### src/rtl/rv_pipe_pkg.sv
// Shared pipeline definitions: branch funct3 encodings and the PC increment.
package rv_pipe_pkg;

  // Conditional-branch funct3 encodings; 010 and 011 are unused.
  typedef enum logic [2:0] {
    F3_BEQ  = 3'b000,
    F3_BNE  = 3'b001,
    F3_BLT  = 3'b100,
    F3_BGE  = 3'b101,
    F3_BLTU = 3'b110,
    F3_BGEU = 3'b111
  } branch_f3_e;

  // Distance from an instruction to its sequential successor (link value).
  localparam int unsigned PC_INC = 4;

endpackage : rv_pipe_pkg

### src/rtl/branch_cmp.sv
// Combinational branch resolution: decides whether a conditional branch is taken.
module branch_cmp
  import rv_pipe_pkg::*;
#(
  parameter int N = 32
) (
  input  logic         branch,
  input  logic [2:0]   funct3,
  input  logic         zero_flag,
  input  logic [N-1:0] alu_a,
  input  logic [N-1:0] alu_b,
  output logic         taken
);

  logic lt_signed;
  logic lt_unsigned;
  logic cond;

  // Compare the operands directly; the ALU carry/overflow flags are never consulted.
  assign lt_signed   = $signed(alu_a) < $signed(alu_b);
  assign lt_unsigned = alu_a < alu_b;

  // Select the branch condition from funct3; reserved encodings resolve not-taken.
  always_comb begin
    // NOTE: default assignment first, so no path through the case leaves cond unassigned (no latch).
    cond = 1'b0;
    case (funct3)
      F3_BEQ:  cond = zero_flag;
      F3_BNE:  cond = !zero_flag;
      F3_BLT:  cond = lt_signed;
      F3_BGE:  cond = !lt_signed;
      F3_BLTU: cond = lt_unsigned;
      F3_BGEU: cond = !lt_unsigned;
      default: cond = 1'b0;
    endcase
    taken = branch & cond;
  end

endmodule : branch_cmp

### src/rtl/ex_mem_stage.sv
// EX/MEM pipeline register: captures EX results, resolves control flow and
// produces a one-shot redirect for taken branches, jal and jalr.
module ex_mem_stage
  import rv_pipe_pkg::*;
#(
  parameter int N = 32
) (
  input  logic         clk,
  input  logic         rst,
  input  logic [N-1:0] alu_a,
  input  logic [N-1:0] alu_b,
  input  logic [N-1:0] alu_result,
  input  logic         zero_flag,
  input  logic [N-1:0] pc,
  input  logic [N-1:0] imm,
  input  logic [N-1:0] rs2_data,
  input  logic [4:0]   rd_addr,
  input  logic [2:0]   funct3,
  input  logic         in_valid,
  input  logic         branch,
  input  logic         jal,
  input  logic         jalr,
  input  logic         mem_read,
  input  logic         mem_write,
  input  logic         reg_write,
  input  logic         mem_to_reg,
  input  logic         stall,
  input  logic         flush,
  output logic         m_valid,
  output logic         m_mem_read,
  output logic         m_mem_write,
  output logic         m_reg_write,
  output logic         m_mem_to_reg,
  output logic [N-1:0] m_result,
  output logic [N-1:0] m_store_data,
  output logic [4:0]   m_rd,
  output logic         redirect,
  output logic [N-1:0] redirect_pc,
  output logic         misaligned
);

  logic         taken;
  logic         do_redirect;
  logic [N-1:0] target;
  logic [N-1:0] link_pc;

  branch_cmp #(.N(N)) u_branch_cmp (
    .branch    (branch),
    .funct3    (funct3),
    .zero_flag (zero_flag),
    .alu_a     (alu_a),
    .alu_b     (alu_b),
    .taken     (taken)
  );

  // Control-flow target and link value; additions wrap modulo 2^N.
  assign target      = jalr ? {alu_result[N-1:1], 1'b0} : pc + imm;
  assign link_pc     = pc + N'(PC_INC);
  assign do_redirect = taken | jal | jalr;

  // Pipeline register with priority rst > flush > stall > accept/bubble.
  always_ff @(posedge clk) begin
    if (rst) begin
      // NOTE: data fields are reset too (not only the valid/controls) so the stage comes up in a fully defined state.
      m_valid      <= 1'b0;
      m_mem_read   <= 1'b0;
      m_mem_write  <= 1'b0;
      m_reg_write  <= 1'b0;
      m_mem_to_reg <= 1'b0;
      redirect     <= 1'b0;
      misaligned   <= 1'b0;
      m_result     <= '0;
      m_store_data <= '0;
      redirect_pc  <= '0;
      m_rd         <= '0;
    end else if (flush) begin
      // Squash: controls cleared, data fields left as they are.
      m_valid      <= 1'b0;
      m_mem_read   <= 1'b0;
      m_mem_write  <= 1'b0;
      m_reg_write  <= 1'b0;
      m_mem_to_reg <= 1'b0;
      redirect     <= 1'b0;
      misaligned   <= 1'b0;
    end else if (stall) begin
      // Hold everything, but drop redirect so a stalled branch redirects once.
      redirect     <= 1'b0;
    end else begin
      // NOTE: non-blocking assignments so every register samples pre-edge values, whatever the statement order.
      m_valid      <= in_valid;
      m_mem_read   <= in_valid & mem_read  & !branch;
      m_mem_write  <= in_valid & mem_write & !branch;
      m_reg_write  <= in_valid & reg_write & !branch;
      m_mem_to_reg <= in_valid & mem_to_reg;
      redirect     <= in_valid & do_redirect;
      misaligned   <= in_valid & do_redirect & target[1];
      m_result     <= (jal | jalr) ? link_pc : alu_result;
      m_store_data <= rs2_data;
      redirect_pc  <= target;
      m_rd         <= rd_addr;
    end
  end

endmodule : ex_mem_stage

### config.mk
export PLATFORM = sky130hd
export DESIGN_NAME = ex_mem_stage
export DESIGN_NICKNAME = d
export VERILOG_FILES = /design/src/rtl/rv_pipe_pkg.sv /design/src/rtl/branch_cmp.sv /design/src/rtl/ex_mem_stage.sv
export SDC_FILE = /design/constraint.sdc
export NUM_CORES = 1
export LEC_CHECK = 0
export CAP_MARGIN = 20
export CORE_MARGIN = 2
export CORE_UTILIZATION = 45
export DETAILED_ROUTE_END_ITERATION = 10
export PLACE_DENSITY = 0.94
export SYNTH_ARGS = -nofsm -noshare
export SYNTH_HDL_FRONTEND = slang
export SYNTH_SLANG_ARGS = --single-unit
export TNS_END_PERCENT = 1
### constraint.sdc
create_clock -name clk -period 8.5 [get_ports clk]
set_input_delay 1.7 -clock clk [delete_from_list [all_inputs] [get_ports clk]]
set_output_delay 1.7 -clock clk [all_outputs]
set_load 0.01 [all_outputs]
# Yosys cells after proc, flatten, opt, wreduce, memory -nomap -nowiden
# Index checks and enable logic that the tools add are counted.
dict set report totals {
  elab_cells 46
  input_bits 213
  reg_bits 108
}
dict set report op_classes {
  bitwise_logic 15
  mux 3
  eq_ne 5
  order_cmp 2
  reduce_logical 8
  add_sub_neg 2
}
# operator count
set ops {}
lappend ops {{32-bit < comparator} 2}
lappend ops {{32-bit 2-to-1 mux} 2}
lappend ops {{32-bit by 3-bit adder with 32-bit output (second input constant)} 1}
lappend ops {{32-bit adder} 1}
lappend ops {{3-bit equality test (second input constant)} 4}
lappend ops {{1-bit AND} 10}
lappend ops {{1-bit case mux with 6 select lines} 1}
lappend ops {{1-bit logical NOT} 4}
lappend ops {{3-bit by 1-bit equality test with 1-bit output (second input constant)} 1}
lappend ops {{3-bit logical NOT} 1}
lappend ops {{1-bit OR} 3}
lappend ops {{3-bit OR reduction} 1}
lappend ops {{1-bit inverter} 2}
lappend ops {{2-bit AND reduction} 1}
lappend ops {{2-bit OR reduction} 1}

# Longest topological paths before layout
dict set report depth {
  depth_word 8
  depth_mapped 14
  depth_no_buf 14
}

# By module
# From an unflattened synthesis, not the netlist that was laid out.
dict set report hier_totals {
  hier_cells 1002
  area_unflattened_um2 7398.3
}
# module cells_each area_each_um2 seq_area_each_um2 instances
set by_module_without_submodules {}
lappend by_module_without_submodules {ex_mem_stage 887 6566.3 2162.1 1}
lappend by_module_without_submodules {branch_cmp 115 832.0 0.0 1}

# Least setup slack after synthesis
# OpenSTA, ideal clock, no wires.
dict set report synth_path {
  path_type {input -> register}
  from {input port pc[0]}
  to {register redirect_pc[30]}
  arrival_ns 4.037
  cell_stages 14
  required_ns 8.414
  path_slack_ns 4.377
  cell_sequence {ha_1 inv_1 fa_1 nor2b_1 o311a_1 o41ai_2 o21ai_1 a31oi_1 a311oi_1 and3_1 o21ai_1 nand2b_1 nand3_1 a211oi_1}
}
dict set report synth_via {
  elab_chain_len 2
}
# item line
set synth_lines {}
lappend synth_lines {{from (decl)} ex_mem_stage.sv:14} ;# input logic [N-1:0] pc,
lappend synth_lines {{32-bit adder} ex_mem_stage.sv:57} ;# assign target = jalr ? {alu_result[N-1:1], 1'b0} : pc + imm;
lappend synth_lines {{32-bit 2-to-1 mux} ex_mem_stage.sv:57}
lappend synth_lines {{to (signal assigned)} ex_mem_stage.sv:99} ;# redirect_pc <= target;
lappend synth_lines {{to (decl)} ex_mem_stage.sv:38} ;# output logic [N-1:0] redirect_pc,
# Every way passes these cells.
# A chain may end at the register's enable or synchronous reset.

# Worst setup path after layout
# Ends and elaborated chain as after synthesis.

==> impl_summary.txt <==
----------------------------------------------------
[Synthesis]
  Fraction of the yosys area taken by sequential cells ... 30.60%
  Distinct cells, synth ... 54
  Syn_nets ... 1,213
  Share of async-settable or async-resettable flops after synthesis ... 0%
  Count of state elements after synthesis ... 108
  Synth warnings ... 0
  Cell area after synthesis ... 7066 um2
  Mean post-synth cell area ... 7.549 um2
  Instance count of the mapped netlist ... 936
  Post-synth EDFFs ... 0
  Ys flop type ... dfxtp_1

[Worst hold path]
  Source of the worst hold timing path ... m_result[7]$_SDFFE_PP0P_
  Hold/Removal Path Class ... flop to flop

[Layout]
  Sequential cell area ... 2162 um2
  Finished Core Util ... 70.14%
  Fill cell total of the finished layout ... 1,170
  Share of final-layout standard cells stronger than drive strength 1 ... 2.932%
  Layout Area Growth over Synthesis ... 51.46%
  Top library cells by usage in the layout, fill and taps aside ... 318 x clkdlybuf4s50_1, 138 x nand2_1, 108 x dfxtp_1, 107 x a21oi_1, 106 x nor2_1
  Top flop regs ... m_result: 32 flops, m_store_data: 32 flops, redirect_pc: 32 flops
  Total area of multi-input combinational cells ... 4591 um2
  Total number of nets in the final design ... 1,500
  Most frequent standard cell in the layout excluding fill and tap cells ... clkdlybuf4s50_1

[Placement]
  Input/output buffers ... 320
  Total half-perimeter wirelength after legalization and detailed placement ... 18,460 um
  Final RePlAce weighted congestion ... 0.9473

[Job]
  Number of maximum-capacitance violations ... 0

[Clock tree]
  CTS sink count ... 108
  Root Buffer Master ... clkbuf_16
  Count of hold buffers inserted by post-cts repair ... 0
  CTS tree ... done
  # resized after CTS ... 0
  Number of buffers inserted to repair setup after CTS ... 0
  Clock transition at the registers of the reported paths ... 0.08 ns
  Clock latency on the worst-skew pair ... 0.35 ns
  Number of CTS-inserted buffers ... 9
  Clock buffer depth ... 2
  Total number of H-tree levels ... 3

[Global routing]
  Maximum number of pins on one net before global-route repair ... 69
  Global Route Usage Sum ... 27.76%
  Initial antenna violation count ... 1
  Global route total overflow ... 0
  Number of global-route vias before repair ... 7,502
  Wire length of the first global-routing pass ... 36,980 um

[Routing]
  Count of TritonRoute iterations in the first routing pass ... 6
  Sum of routed wire length over all layers ... 24,040 um
  Overall via count from detail_route ... 7,845
  Count of nets left with antenna violations after detail routing ... 0
  Starting DRT DRC Count ... 456
  DRC Markers ... 0
  Routed via count divided by cell count ... 5.448
  Routed WL per cell ... 16.69 um

[STA]
  Slew Limit Fails ... 0
  Final hold viol count ... 0
  Minimum clock period ... 4.708 ns
  Tcrit/Tclk final ... 55.39%
  Worst clock skew ... 0 ns
  RSZ-0062 raised after global routing ... false
  Maximum frequency from static timing analysis ... 212.4 MHz
  Smallest hold slack ... 0.4551 ns
  Accumulated negative setup slack ... 0 ns
  Final-report setup violation count ... 0
  Worst-Margin Slew ... 0.7290 ns
  Headroom to the max-slew limit ... 51.40%

[Setup path]
  Crit start category ... input port
  Launch point of the worst path ... pc[0]
  Top cell by count, worst path ... o21ai_1
  Source of the worst register-to-register timing path ... redirect_pc[16]$_SDFFE_PP0P_
  Required time at the worst-slack endpoint ... 8.77 ns
  Kind of end point of the critical path ... flop
  Critical path buffer and inverter count ... 2
  List of cells traversed by the critical path ... clkdlybuf4s50_1, ha_1, inv_1, fa_1, nor2b_1, o311a_1, o41ai_2, o21ai_1, a31oi_1, a311oi_1, and3_1, o21ai_1, nand2b_1, nand3_1, a211oi_1
  Largest delay contributor family on the critical path ... compound AO/OA/AOI/OAI gates
  Critical path's largest stage delay ... 0.50 ns
  Worst-path cell with the longest stage delay ... clkdlybuf4s50_1
  Register-to-register setup slack ... 7.73 ns
  Critical-path maximum fanout ... 4
  Kind of critical path ... input port to flop
  Worst path arrival time ... 4.98 ns

[Floorplan]
  Std-Cell Core Area ... 15,260 um2
  DIE AREA ... 16,720 um2
  Die boundary height ... 129.3 um
  Effective utilization at floorplan ... 46.31%
  Ports ... 321
  Site row count ... 45
  Die span in x ... 129.3 um

[Power]
  Post-layout power ... 1422 uW
  Leakage power figure ... 0.004275 uW
  Worst-case vdd ir drop ... 105.5 uV
  Power density over the cells ... 132.9 nW/um2

[Run status]
  Run status ... complete, no violations

----------------------------------------------------
[metal layers]
layer,global-route usage [%],wire [um]
met3,7.638,2177
met2,48.95,11770
met5,0,0
met4,11.76,890
met1,31.53,9202
[cells in the mapped netlist, drive strengths merged, types with 2 or more instances]
library cell / number / area [um2]
nor2: 107 / 401.6
nor4b: 2 / 17.52
nand3b: 6 / 45.04
and2: 2 / 12.51
nor2b: 12 / 75.07
clkbuf: 45 / 168.9
nand4: 4 / 25.02
nor3: 15 / 75.07
mux2i: 6 / 60.06
a21o: 27 / 202.7
nand2b: 11 / 68.82
inv: 36 / 135.1
a21oi: 107 / 535.5
xnor2: 21 / 183.9
o41ai: 2 / 32.53
or3: 11 / 68.82
a31o: 2 / 17.52
o211ai: 20 / 150.1
a31oi: 5 / 31.28
o22ai: 2 / 12.51
o2bb2ai: 2 / 17.52
xor2: 29 / 254.0
or2: 5 / 31.28
dfxtp: 108 / 2162
a211o: 2 / 17.52
and3: 12 / 75.07
ha: 63 / 788.3
o31a: 3 / 26.28
buf: 5 / 18.77
a311oi: 7 / 61.31
a211oi: 37 / 277.8
o21a: 2 / 15.01
o21ai: 45 / 225.2
nand2: 138 / 518.0
o2111ai: 2 / 23.77
nor4: 2 / 18.77
nand3: 19 / 95.09
[kinds of logic (layout without fill, tap and decap cells)]
logic type / Yosys count / count (layout) / share of synthesized area (%)
AND/OR/NAND/NOR: 348 / 348 / 21.91
AO/OA/AOI/OAI: 274 / 274 / 24.44
flip-flops: 108 / 108 / 30.60
buffers and inverters: 86 / 378 / 4.569
adder cells (fa/ha/maj): 64 / 64 / 11.44
XOR/XNOR: 50 / 50 / 6.198
multiplexers: 6 / 6 / 0.8500
other: 0 / 1 / 0
[metrics by stage]
step | instance area [um2] | std cells | setup WS [ns]
final | 10700 | 1440 | 3.792
after global routing | 10700 | 1440 | 3.506
after CTS | 10700 | 1439 | 3.838
after detailed placement | 10390 | 1423 | 3.457
after global placement | 10390 | 1423 | 3.547
after floorplan | 7066 | 936 | 4.377
[report_power, final]
part	internal (uW)	switching, uW	leakage (uW)
registers	533	14.5	0.000885
clock network	210	218	0.000149
logic	236	210	0.00324
total	979	443	0.00427
[worst min-delay path, stage by stage (launching register included)]
cell and delay [ns]:
dfxtp_1 0.31, nand2_1 0.05, a21oi_1 0.05
[layout make-up]
type                    count  area share [%]
multi-input cells         742           42.90
repair buffers            326           30.28
flip-flops and latches    108           20.20
well taps                 211           2.467
clock buffers               9           2.105
inverters                  36           1.263
clock inverters             7          0.7600
diodes                      1         0.02338
[worst paths after layout]
check	depth (start not counted)	endpoint
hold / removal	2	m_result[7]$_SDFFE_PP0P_
setup reg to reg	2	redirect_pc[16]$_SDFFE_PP0P_
setup / recovery	15	redirect_pc[30]$_SDFFE_PP0P_
hold reg to reg	2	m_result[7]$_SDFFE_PP0P_
No activity file was read; power rests on OpenSTA's default activity.
